$ cat src/rtl/id_ex_stage.sv
// -----------------------------------------------------------------------------
// id_ex_stage
//
// ID/EX pipeline register and execute-side operand preparation for the
// 5-stage MIPS core.
//
// The block latches the decoded ID fields on each rising clock edge:
//   - flush loads a bubble (all fields 0) and takes priority over stall.
//   - stall holds the latched fields.
//   - otherwise every id_* input is captured.
//
// From the latched state it then computes, purely combinationally:
//   - forwarded rs/rt values, taken from EX/MEM first, then MEM/WB, then
//     the latched register value;
//   - the ALU operands;
//   - the 4-bit ALU control code.
//
// Handshake: the block has no valid/ready pair. Every cycle is a transfer
// unless stall is high (hold) or flush is high (bubble). The ALU-facing
// outputs are valid one cycle after an ID capture.
//
// Ports
//   clk, reset             clock, asynchronous active-high reset
//   stall, flush           pipeline hold / bubble insert
//   id_*                   decoded fields and control from ID
//   exm_rd/_reg_write/_result  EX/MEM forwarding source
//   wb_rd/_reg_write/_result   MEM/WB forwarding source
//   alu_data_a/_b          ALU operands
//   alu_operation          ALU control code
//   ex_store_data          forwarded rt value, used as store data
//   ex_write_reg           destination register (reg_dst ? rd : rt)
//   ex_rs, ex_rt           latched source addresses for the hazard unit
//   ex_reg_write, ex_mem_read, ex_mem_write, ex_mem_to_reg  latched control
// -----------------------------------------------------------------------------
module id_ex_stage #(
   parameter int DW = 32
) (
   input  logic          clk,
   input  logic          reset,
   input  logic          stall,
   input  logic          flush,
   input  logic [DW-1:0] id_rs_data,
   input  logic [DW-1:0] id_rt_data,
   input  logic [DW-1:0] id_imm,
   input  logic [4:0]    id_rs,
   input  logic [4:0]    id_rt,
   input  logic [4:0]    id_rd,
   input  logic [4:0]    id_shamt,
   input  logic [5:0]    id_funct,
   input  logic [2:0]    id_alu_op,
   input  logic          id_alu_src,
   input  logic          id_reg_dst,
   input  logic          id_reg_write,
   input  logic          id_mem_read,
   input  logic          id_mem_write,
   input  logic          id_mem_to_reg,
   input  logic [4:0]    exm_rd,
   input  logic          exm_reg_write,
   input  logic [DW-1:0] exm_result,
   input  logic [4:0]    wb_rd,
   input  logic          wb_reg_write,
   input  logic [DW-1:0] wb_result,
   output logic [DW-1:0] alu_data_a,
   output logic [DW-1:0] alu_data_b,
   output logic [3:0]    alu_operation,
   output logic [DW-1:0] ex_store_data,
   output logic [4:0]    ex_write_reg,
   output logic [4:0]    ex_rs,
   output logic [4:0]    ex_rt,
   output logic          ex_reg_write,
   output logic          ex_mem_read,
   output logic          ex_mem_write,
   output logic          ex_mem_to_reg
);

   // Latched ID/EX fields
   logic [DW-1:0] r_rs_data;
   logic [DW-1:0] r_rt_data;
   logic [DW-1:0] r_imm;
   logic [4:0]    r_rs;
   logic [4:0]    r_rt;
   logic [4:0]    r_rd;
   logic [4:0]    r_shamt;
   logic [5:0]    r_funct;
   logic [2:0]    r_alu_op;
   logic          r_alu_src;
   logic          r_reg_dst;
   logic          r_reg_write;
   logic          r_mem_read;
   logic          r_mem_write;
   logic          r_mem_to_reg;

   always_ff @(posedge clk or posedge reset) begin
      if (reset) begin
         r_rs_data    <= '0;
         r_rt_data    <= '0;
         r_imm        <= '0;
         r_rs         <= '0;
         r_rt         <= '0;
         r_rd         <= '0;
         r_shamt      <= '0;
         r_funct      <= '0;
         r_alu_op     <= '0;
         r_alu_src    <= 1'b0;
         r_reg_dst    <= 1'b0;
         r_reg_write  <= 1'b0;
         r_mem_read   <= 1'b0;
         r_mem_write  <= 1'b0;
         r_mem_to_reg <= 1'b0;
      end else if (flush) begin
         // Bubble: the all-zero state decodes as an ADD of 0 and 0 that
         // writes nothing.
         r_rs_data    <= '0;
         r_rt_data    <= '0;
         r_imm        <= '0;
         r_rs         <= '0;
         r_rt         <= '0;
         r_rd         <= '0;
         r_shamt      <= '0;
         r_funct      <= '0;
         r_alu_op     <= '0;
         r_alu_src    <= 1'b0;
         r_reg_dst    <= 1'b0;
         r_reg_write  <= 1'b0;
         r_mem_read   <= 1'b0;
         r_mem_write  <= 1'b0;
         r_mem_to_reg <= 1'b0;
      end else if (!stall) begin
         r_rs_data    <= id_rs_data;
         r_rt_data    <= id_rt_data;
         r_imm        <= id_imm;
         r_rs         <= id_rs;
         r_rt         <= id_rt;
         r_rd         <= id_rd;
         r_shamt      <= id_shamt;
         r_funct      <= id_funct;
         r_alu_op     <= id_alu_op;
         r_alu_src    <= id_alu_src;
         r_reg_dst    <= id_reg_dst;
         r_reg_write  <= id_reg_write;
         r_mem_read   <= id_mem_read;
         r_mem_write  <= id_mem_write;
         r_mem_to_reg <= id_mem_to_reg;
      end
   end

   // Forwarding. EX/MEM holds the younger result, so it wins over MEM/WB.
   // $0 is never forwarded, even when a stage claims to write it.
   logic [DW-1:0] fwd_a;
   logic [DW-1:0] fwd_b;

   always_comb begin
      fwd_a = r_rs_data;
      if (exm_reg_write && (exm_rd != 5'd0) && (exm_rd == r_rs))
         fwd_a = exm_result;
      else if (wb_reg_write && (wb_rd != 5'd0) && (wb_rd == r_rs))
         fwd_a = wb_result;
   end

   always_comb begin
      fwd_b = r_rt_data;
      if (exm_reg_write && (exm_rd != 5'd0) && (exm_rd == r_rt))
         fwd_b = exm_result;
      else if (wb_reg_write && (wb_rd != 5'd0) && (wb_rd == r_rt))
         fwd_b = wb_result;
   end

   // Immediate shifts (sll/srl/sra) carry the shift amount in shamt and
   // route it onto operand A. Variable shifts already have it in rs.
   logic shift_imm;

   always_comb begin
      shift_imm = (r_alu_op == 3'b010) &&
                  ((r_funct == 6'b000000) ||
                   (r_funct == 6'b000010) ||
                   (r_funct == 6'b000011));
   end

   // ALU control decode
   logic [3:0] op_code;

   always_comb begin
      op_code = 4'b1111;
      case (r_alu_op)
         3'b000: op_code = 4'b0010;
         3'b001: op_code = 4'b0110;
         3'b011: op_code = 4'b0000;
         3'b100: op_code = 4'b0001;
         3'b101: op_code = 4'b1101;
         3'b110: op_code = 4'b0111;
         3'b111: op_code = 4'b1001;
         3'b010: begin
            case (r_funct)
               6'b100000: op_code = 4'b0010;
               6'b100001: op_code = 4'b0011;
               6'b100010: op_code = 4'b0110;
               6'b100011: op_code = 4'b0100;
               6'b100100: op_code = 4'b0000;
               6'b100101: op_code = 4'b0001;
               6'b100110: op_code = 4'b1101;
               6'b100111: op_code = 4'b1100;
               6'b101010: op_code = 4'b0111;
               6'b101011: op_code = 4'b1001;
               6'b000000,
               6'b000100: op_code = 4'b1000;
               6'b000010,
               6'b000110: op_code = 4'b1010;
               6'b000011,
               6'b000111: op_code = 4'b1011;
               // Unused code; the ALU returns zero for it.
               default:   op_code = 4'b1111;
            endcase
         end
         default: op_code = 4'b1111;
      endcase
   end

   assign alu_data_a    = shift_imm ? {{(DW-5){1'b0}}, r_shamt} : fwd_a;
   assign alu_data_b    = r_alu_src ? r_imm : fwd_b;
   assign alu_operation = op_code;
   assign ex_store_data = fwd_b;
   assign ex_write_reg  = r_reg_dst ? r_rd : r_rt;
   assign ex_rs         = r_rs;
   assign ex_rt         = r_rt;
   assign ex_reg_write  = r_reg_write;
   assign ex_mem_read   = r_mem_read;
   assign ex_mem_write  = r_mem_write;
   assign ex_mem_to_reg = r_mem_to_reg;

endmodule
$ cat config.mk
export PLATFORM = sky130hd
export DESIGN_NAME = id_ex_stage
export DESIGN_NICKNAME = d
export VERILOG_FILES = /design/src/rtl/id_ex_stage.sv
export SDC_FILE = /design/constraint.sdc
export NUM_CORES = 1
export LEC_CHECK = 0
export CORE_MARGIN = 2
export CORE_UTILIZATION = 48
export DETAILED_ROUTE_END_ITERATION = 12
export GPL_TIMING_DRIVEN = 0
export PLACE_DENSITY_LB_ADDON = 0.3
export SYNTH_ARGS = -nofsm -noshare
export SYNTH_HDL_FRONTEND = slang
export SYNTH_SLANG_ARGS = --single-unit
$ cat constraint.sdc
create_clock -name clk -period 14.9 [get_ports clk]
set_input_delay 3.725 -clock clk [delete_from_list [all_inputs] [get_ports clk]]
set_output_delay 3.725 -clock clk [all_outputs]
set_load 0.02 [all_outputs]
==> results of run 1 <==
area by class of cell:
cell class / count / area share
clock inverters: 6 / 0.00916
repair buffers: 329 / 0.266
plain buffers: 74 / 0.0291
multi-input cells: 629 / 0.354
well taps: 220 / 0.0221
inverters: 41 / 0.0128
flip-flops and latches: 131 / 0.264
clock buffers: 26 / 0.0434
cells by family after synthesis:
logic type,share of synthesized area
buffers and inverters,0.0629
multiplexers,0.224
XOR/XNOR,0.0203
flip-flops,0.400
AND/OR/NAND/NOR,0.156
adder cells (fa/ha/maj),0.00611
AO/OA/AOI/OAI,0.131
through the flow:
step | util | setup WS, ns
6_report | 0.747 | 3.69
2_1_floorplan | - | 5.56
3_5_place_dp | 0.707 | 3.75
5_1_grt | 0.747 | 3.59
4_1_cts | 0.746 | 3.73
3_3_place_gp | 0.705 | 3.74
power by group:
group | internal (mW) | switching, mW | total, mW
clock | 0.300 | 0.160 | 0.460
sequential | 0.376 | 0.0162 | 0.392
combinational | 0.150 | 0.147 | 0.297
routing by layer:
| layer | track usage | share of wire | vias up |
|---|---|---|---|
| met5 | 0 | 0 | - |
| met4 | 0.149 | 0.038 | 0 |
| met3 | 0.0991 | 0.094 | 90 |
| met2 | 0.586 | 0.48 | 456 |
| met1 | 0.403 | 0.39 | 4060 |
| li1 | - | - | 3736 |
critical path, stage by stage:
cell	delay, ns
clkdlybuf4s50_1	0.60
xnor2_1	0.15
nand4_1	0.30
nor2_1	0.81
clkbuf_1	0.64
nand2_1	0.13
a311oi_1	0.44
clkdlybuf4s50_1	0.69
Yosys cell counts, types with 4 or more instances:
master    instances  share of area
nor2_1          201          0.092
mux2i_1         155           0.19
dfrtp_1         131           0.40
nand2_1          64          0.029
inv_1            41          0.019
clkbuf_1         36          0.017
nor3_1           36          0.022
a21oi_1          26          0.016
a221oi_1         22          0.024
a311oi_1         18          0.019
buf_1            15         0.0069
buf_2            15         0.0092
xnor2_1          14          0.015
a21oi_2          10          0.011
a221oi_2         10          0.018
a311oi_2         10          0.018
mux2i_4          10          0.028
o21ai_0           8         0.0049
buf_6             6         0.0082
o211a_1           6         0.0073
mux2_2            5         0.0069
o31ai_1           5         0.0046
xor2_1            5         0.0053
ha_1              4         0.0061
worst min path at each step:
stage | from | endpoint | slack, ns
finish | r_rs_data[31] | r_rs_data[31] | 0.52
global route | r_rt_data[31] | r_rt_data[31] | 0.55
CTS | r_rt_data[4] | r_rt_data[4] | 0.52
detailed placement | r_rs_data[2] | r_rs_data[2] | 0.51
global placement | r_rs_data[2] | r_rs_data[2] | 0.50
floorplan | r_rs_data[0] | r_rs_data[0] | 0.48
==> impl_metrics.py, run 1 <==
metrics = {
    "setup_path": {
        "worstSetupStartpointType": "primary input",
        "critPathMaxFanout": 10,
        "cp-end-kind": "output port",
        "startpoint": "wb_rd[1]",
        "r2r_setup_slack_ns": 13.17,
        "cp.required_ns": 11.18,
        "cp.arrival_ns": 7.48,
        "critPathKind": "primary input to output port",
        "crit_end": "alu_data_a[5]",
        "reg2reg_from": "r_alu_src",
        "rr_endpoint": "r_alu_src",
        "rr_worst_depth": 4,
    },
    "finish": {
        "fin_area_um2": 12400,
        "final_common_cell": "clkdlybuf4s50_1",
        "fin_cells": 1456,
        "layout-drive-gt1-share": 0.0850,
        "multi_input_comb_area_um2": 4400,
        "n_fill_cell": 1291,
        "num_antenna_cells": 0,
        "layout_common_cells": "327 x clkdlybuf4s50_1, 201 x nor2_1, 155 x mux2i_1",
        "nets": 1438,
        "top_regs": "r_imm (32), r_rs_data (32), r_rt_data (32)",
        "seq_area_um2": 3280,
        "synthToLayoutAreaGrowth_pct": 51.8,
    },
    "die": {
        "dieWidth_um": 135,
        "initial_utilization": 0.492,
        "fp.dieH_um": 135,
        "io_pins": 330,
        "dieArea_um2": 18100,
        "core_um2": 16600,
        "fp-row-count": 47,
    },
    "route": {
        "wire_per_inst_um": 21.7,
        "drt_wl_total_um": 31600,
        "drc": 0,
        "drt_iter0_drc": 569,
        "ant_nets": 0,
        "dr.pass1.iters": 6,
        "vias_per_cell": 5.73,
        "num_vias": 8342,
    },
    "sta": {
        "rsz0062_at_grt": "false",
        "finalSetupTns_ns": 0,
        "fin_skew_ns": 0,
        "fmax_mhz": 89.2,
        "setup_violations": 0,
        "whs_ns": 0.524,
        "drv_slew": 0,
        "period_minus_slack_ns": 11.21,
        "finalHoldViolations": 0,
        "tightest_slew_ns": 0.918,
        "period_share": 0.752,
        "relSlewSlack": 0.388,
    },
    "job": {
        "maxCapViolations": 0,
    },
    "clock_tree": {
        "path_clk_slew_ns": 0.05,
        "cts_max_level": 4,
        "ctsResizeCount": 0,
        "clk_latency_ns": 0.42,
        "cts_tree": "done",
        "clockRootBuffer": "clkbuf_16",
        "cts_hold_buf": 0,
        "numCtsBuffers": 17,
        "clock_path_buffers": 2,
        "cts_setup_buffers": 0,
        "clock-sinks": 131,
    },
    "place": {
        "dp_hpwl_um": 23400,
        "io_buffers": 327,
        "place.gp.congestion": 0.934,
        "dpl_cell_area_um2": 11800,
        "dp.cells": 1423,
    },
    "yosys": {
        "ys_seq_area_frac": 0.400,
        "synthArstFlopShare": 1.00,
        "yosys_warnings": 0,
        "syn_nets": 1090,
        "synth_cell_types": 41,
        "synthCells": 875,
        "syn_avg_cell_area_um2": 9.36,
        "ys_seq_elements": 131,
        "synth_edf_count": 0,
        "synth_ff_type": "dfrtp_1",
        "syn_area_um2": 8190,
    },
    "global_routing": {
        "first_global_vias": 8425,
        "grt-ovfl-total": 0,
        "track_usage": 0.343,
        "grt_max_degree": 86,
        "grt_pass1_wl_um": 47000,
        "antenna_found_initial": 0,
    },
    "pwr": {
        "power_density_nw_per_um2": 92.4,
        "p_total_mw": 1.15,
        "ir_worst_vdd_v": 0.0000795,
        "p_leak_nw": 5.34,
    },
    "worst_hold_path": {
        "holdCritPathClass": "register to register",
        "whs_path_depth": 2,
    },
    "run_status": {
        "outcome": "completed",
    },
}
(Power assumes the default switching activity.)
==> run 2: changes to the inputs <==
--- a/config.mk
+++ b/config.mk
@@ -6,7 +6,7 @@
 export NUM_CORES = 1
 export LEC_CHECK = 0
 export CORE_MARGIN = 2
-export CORE_UTILIZATION = 48
+export CORE_UTILIZATION = 44
 export DETAILED_ROUTE_END_ITERATION = 12
 export GPL_TIMING_DRIVEN = 0
 export PLACE_DENSITY_LB_ADDON = 0.3
==> constraint.sdc (replaced) <==
create_clock -name clk -period 10.95 [get_ports clk]
set_input_delay 2.7375 -clock clk [delete_from_list [all_inputs] [get_ports clk]]
set_output_delay 2.7375 -clock clk [all_outputs]
set_load 0.02 [all_outputs]
==> run 2 against run 1 <==
  * First-iteration DRC count shrank 6.0%
  * Cell count increased by 0.55%
  * Cell area fell by 0.54%
  * Via count is 2.0% lower
  * Sequential cell count unchanged
  * Largest power group unchanged
==> impl_metrics.py, run 2 (synthesized netlist as in run 1, its figures left out) <==
metrics = {
    "setup_path": {
        "critPathKind": "primary input to output port",
        "critPathMaxFanout": 10,
        "cp.required_ns": 8.21,
        "cp.arrival_ns": 6.59,
        "cp-end-kind": "output port",
        "worstSetupStartpointType": "primary input",
    },
    "place": {
        "io_buffers": 327,
        "place.gp.congestion": 0.940,
        "dp_hpwl_um": 23800,
        "dpl_cell_area_um2": 11800,
    },
    "finish": {
        "final_common_cell": "clkdlybuf4s50_1",
        "synthToLayoutAreaGrowth_pct": 51.0,
        "layout-drive-gt1-share": 0.0818,
        "n_fill_cell": 1463,
        "layout_common_cells": "327 x clkdlybuf4s50_1, 201 x nor2_1, 155 x mux2i_1",
        "fin_area_um2": 12400,
        "nets": 1437,
        "utilization": 0.684,
        "top_regs": "r_imm (32), r_rs_data (32), r_rt_data (32)",
    },
    "die": {
        "fp.dieH_um": 140,
        "dieArea_um2": 19700,
        "io_pins": 330,
        "core_um2": 18100,
        "dieWidth_um": 140,
        "initial_utilization": 0.453,
        "fp-row-count": 49,
    },
    "clock_tree": {
        "clk_latency_ns": 0.42,
        "path_clk_slew_ns": 0.05,
        "numCtsBuffers": 17,
        "cts_setup_buffers": 0,
        "cts_max_level": 4,
        "cts_tree": "done",
        "ctsResizeCount": 0,
        "clock-sinks": 131,
        "cts_hold_buf": 0,
        "clockRootBuffer": "clkbuf_16",
        "clock_path_buffers": 2,
    },
    "global_routing": {
        "grt_max_degree": 77,
        "grt_pass1_wl_um": 47700,
        "grt-ovfl-total": 0,
        "antenna_found_initial": 0,
        "track_usage": 0.315,
        "first_global_vias": 8443,
    },
    "job": {
        "maxCapViolations": 0,
    },
    "route": {
        "drt_iter0_drc": 535,
        "num_vias": 8179,
        "dr.pass1.iters": 5,
        "drc": 0,
        "wire_per_inst_um": 21.2,
        "vias_per_cell": 5.59,
        "ant_nets": 0,
        "drt_wl_total_um": 31100,
    },
    "sta": {
        "fin_skew_ns": 0,
        "relSlewSlack": 0.318,
        "finalSetupTns_ns": 0,
        "whs_ns": 0.523,
        "finalHoldViolations": 0,
        "rsz0062_at_grt": "false",
        "fmax_mhz": 107,
        "drv_slew": 0,
        "period_minus_slack_ns": 9.32,
        "setup_violations": 0,
        "tightest_slew_ns": 1.02,
        "period_share": 0.851,
    },
    "worst_hold_path": {
        "holdCritPathClass": "register to register",
    },
    "run_status": {
        "outcome": "completed",
    },
    "pwr": {
        "ir_worst_vdd_v": 0.000109,
        "power_density_nw_per_um2": 121,
        "p_leak_nw": 5.29,
        "p_total_mw": 1.49,
    },
}
[run 2: layer usage]
layer / track usage / up-vias / wire (um)
met5: 0 / - / 0
met4: 0.144 / 0 / 1130
met3: 0.0759 / 77 / 2550
met2: 0.525 / 437 / 15100
met1: 0.389 / 3927 / 12300
li1: - / 3738 / -
[run 2: metrics by stage]
step	setup WS (ns)	cells
final	1.63	1464
after global routing	1.48	1463
after CTS	1.66	1463
after detailed placement	1.68	1432
after global placement	1.67	1431
after floorplan	3.59	875
[run 2: final cells by class]
| class | count | area (um^2) | share of cell area |
|---|---|---|---|
| sequential | 131 | 3280 | 0.265 |
| multi-input combinational | 629 | 4400 | 0.356 |
| clock inverter | 9 | 106 | 0.00860 |
| timing repair buffer | 328 | 3300 | 0.267 |
| antenna | 1 | 2.50 | 0.000202 |
| tap | 229 | 287 | 0.0232 |
| clock buffer | 22 | 464 | 0.0375 |
| buffer | 74 | 362 | 0.0292 |
| inverter | 41 | 159 | 0.0129 |
[run 2: final timing paths]
| path | from | end | slack [ns] | cells after the start |
|---|---|---|---|---|
| max in group asynchronous | reset | r_imm[12] | 7.45 | 3 |
| worst min register to register | r_rt_data[30] | r_rt_data[30] | 0.52 | 2 |
| worst max-delay path | wb_rd[1] | alu_data_a[15] | 1.63 | 8 |
| worst max register to register | r_alu_src | r_alu_src | 9.23 | 4 |
| min in group asynchronous | reset | r_funct[0] | 2.74 | 2 |
| worst min-delay path | r_rt_data[30] | r_rt_data[30] | 0.52 | 2 |
[run 2: worst max-delay path, stage by stage]
cell             delay (ns)
clkdlybuf4s50_1        0.60
xnor2_1                0.15
nand4_1                0.29
nor2_1                 0.88
clkbuf_1               0.51
nand2_1                0.18
a311oi_1               0.53
clkdlybuf4s50_1        0.71
[run 2: power breakdown]
part           leakage, nW  internal [mW]  switching [mW]
combinational         3.28          0.204           0.197
sequential            1.74          0.512          0.0214
clock                0.272          0.345           0.214
total                 5.29           1.06           0.433
==> run 3: changes to the inputs <==
--- a/config.mk
+++ b/config.mk
@@ -10,6 +10,7 @@
 export DETAILED_ROUTE_END_ITERATION = 12
 export GPL_TIMING_DRIVEN = 0
 export PLACE_DENSITY_LB_ADDON = 0.3
+export SLEW_MARGIN = 10
 export SYNTH_ARGS = -nofsm -noshare
 export SYNTH_HDL_FRONTEND = slang
 export SYNTH_SLANG_ARGS = --single-unit
==> results of run 3 <==
Same layout as run 2: the final DEF is identical, and so are final timing and power.
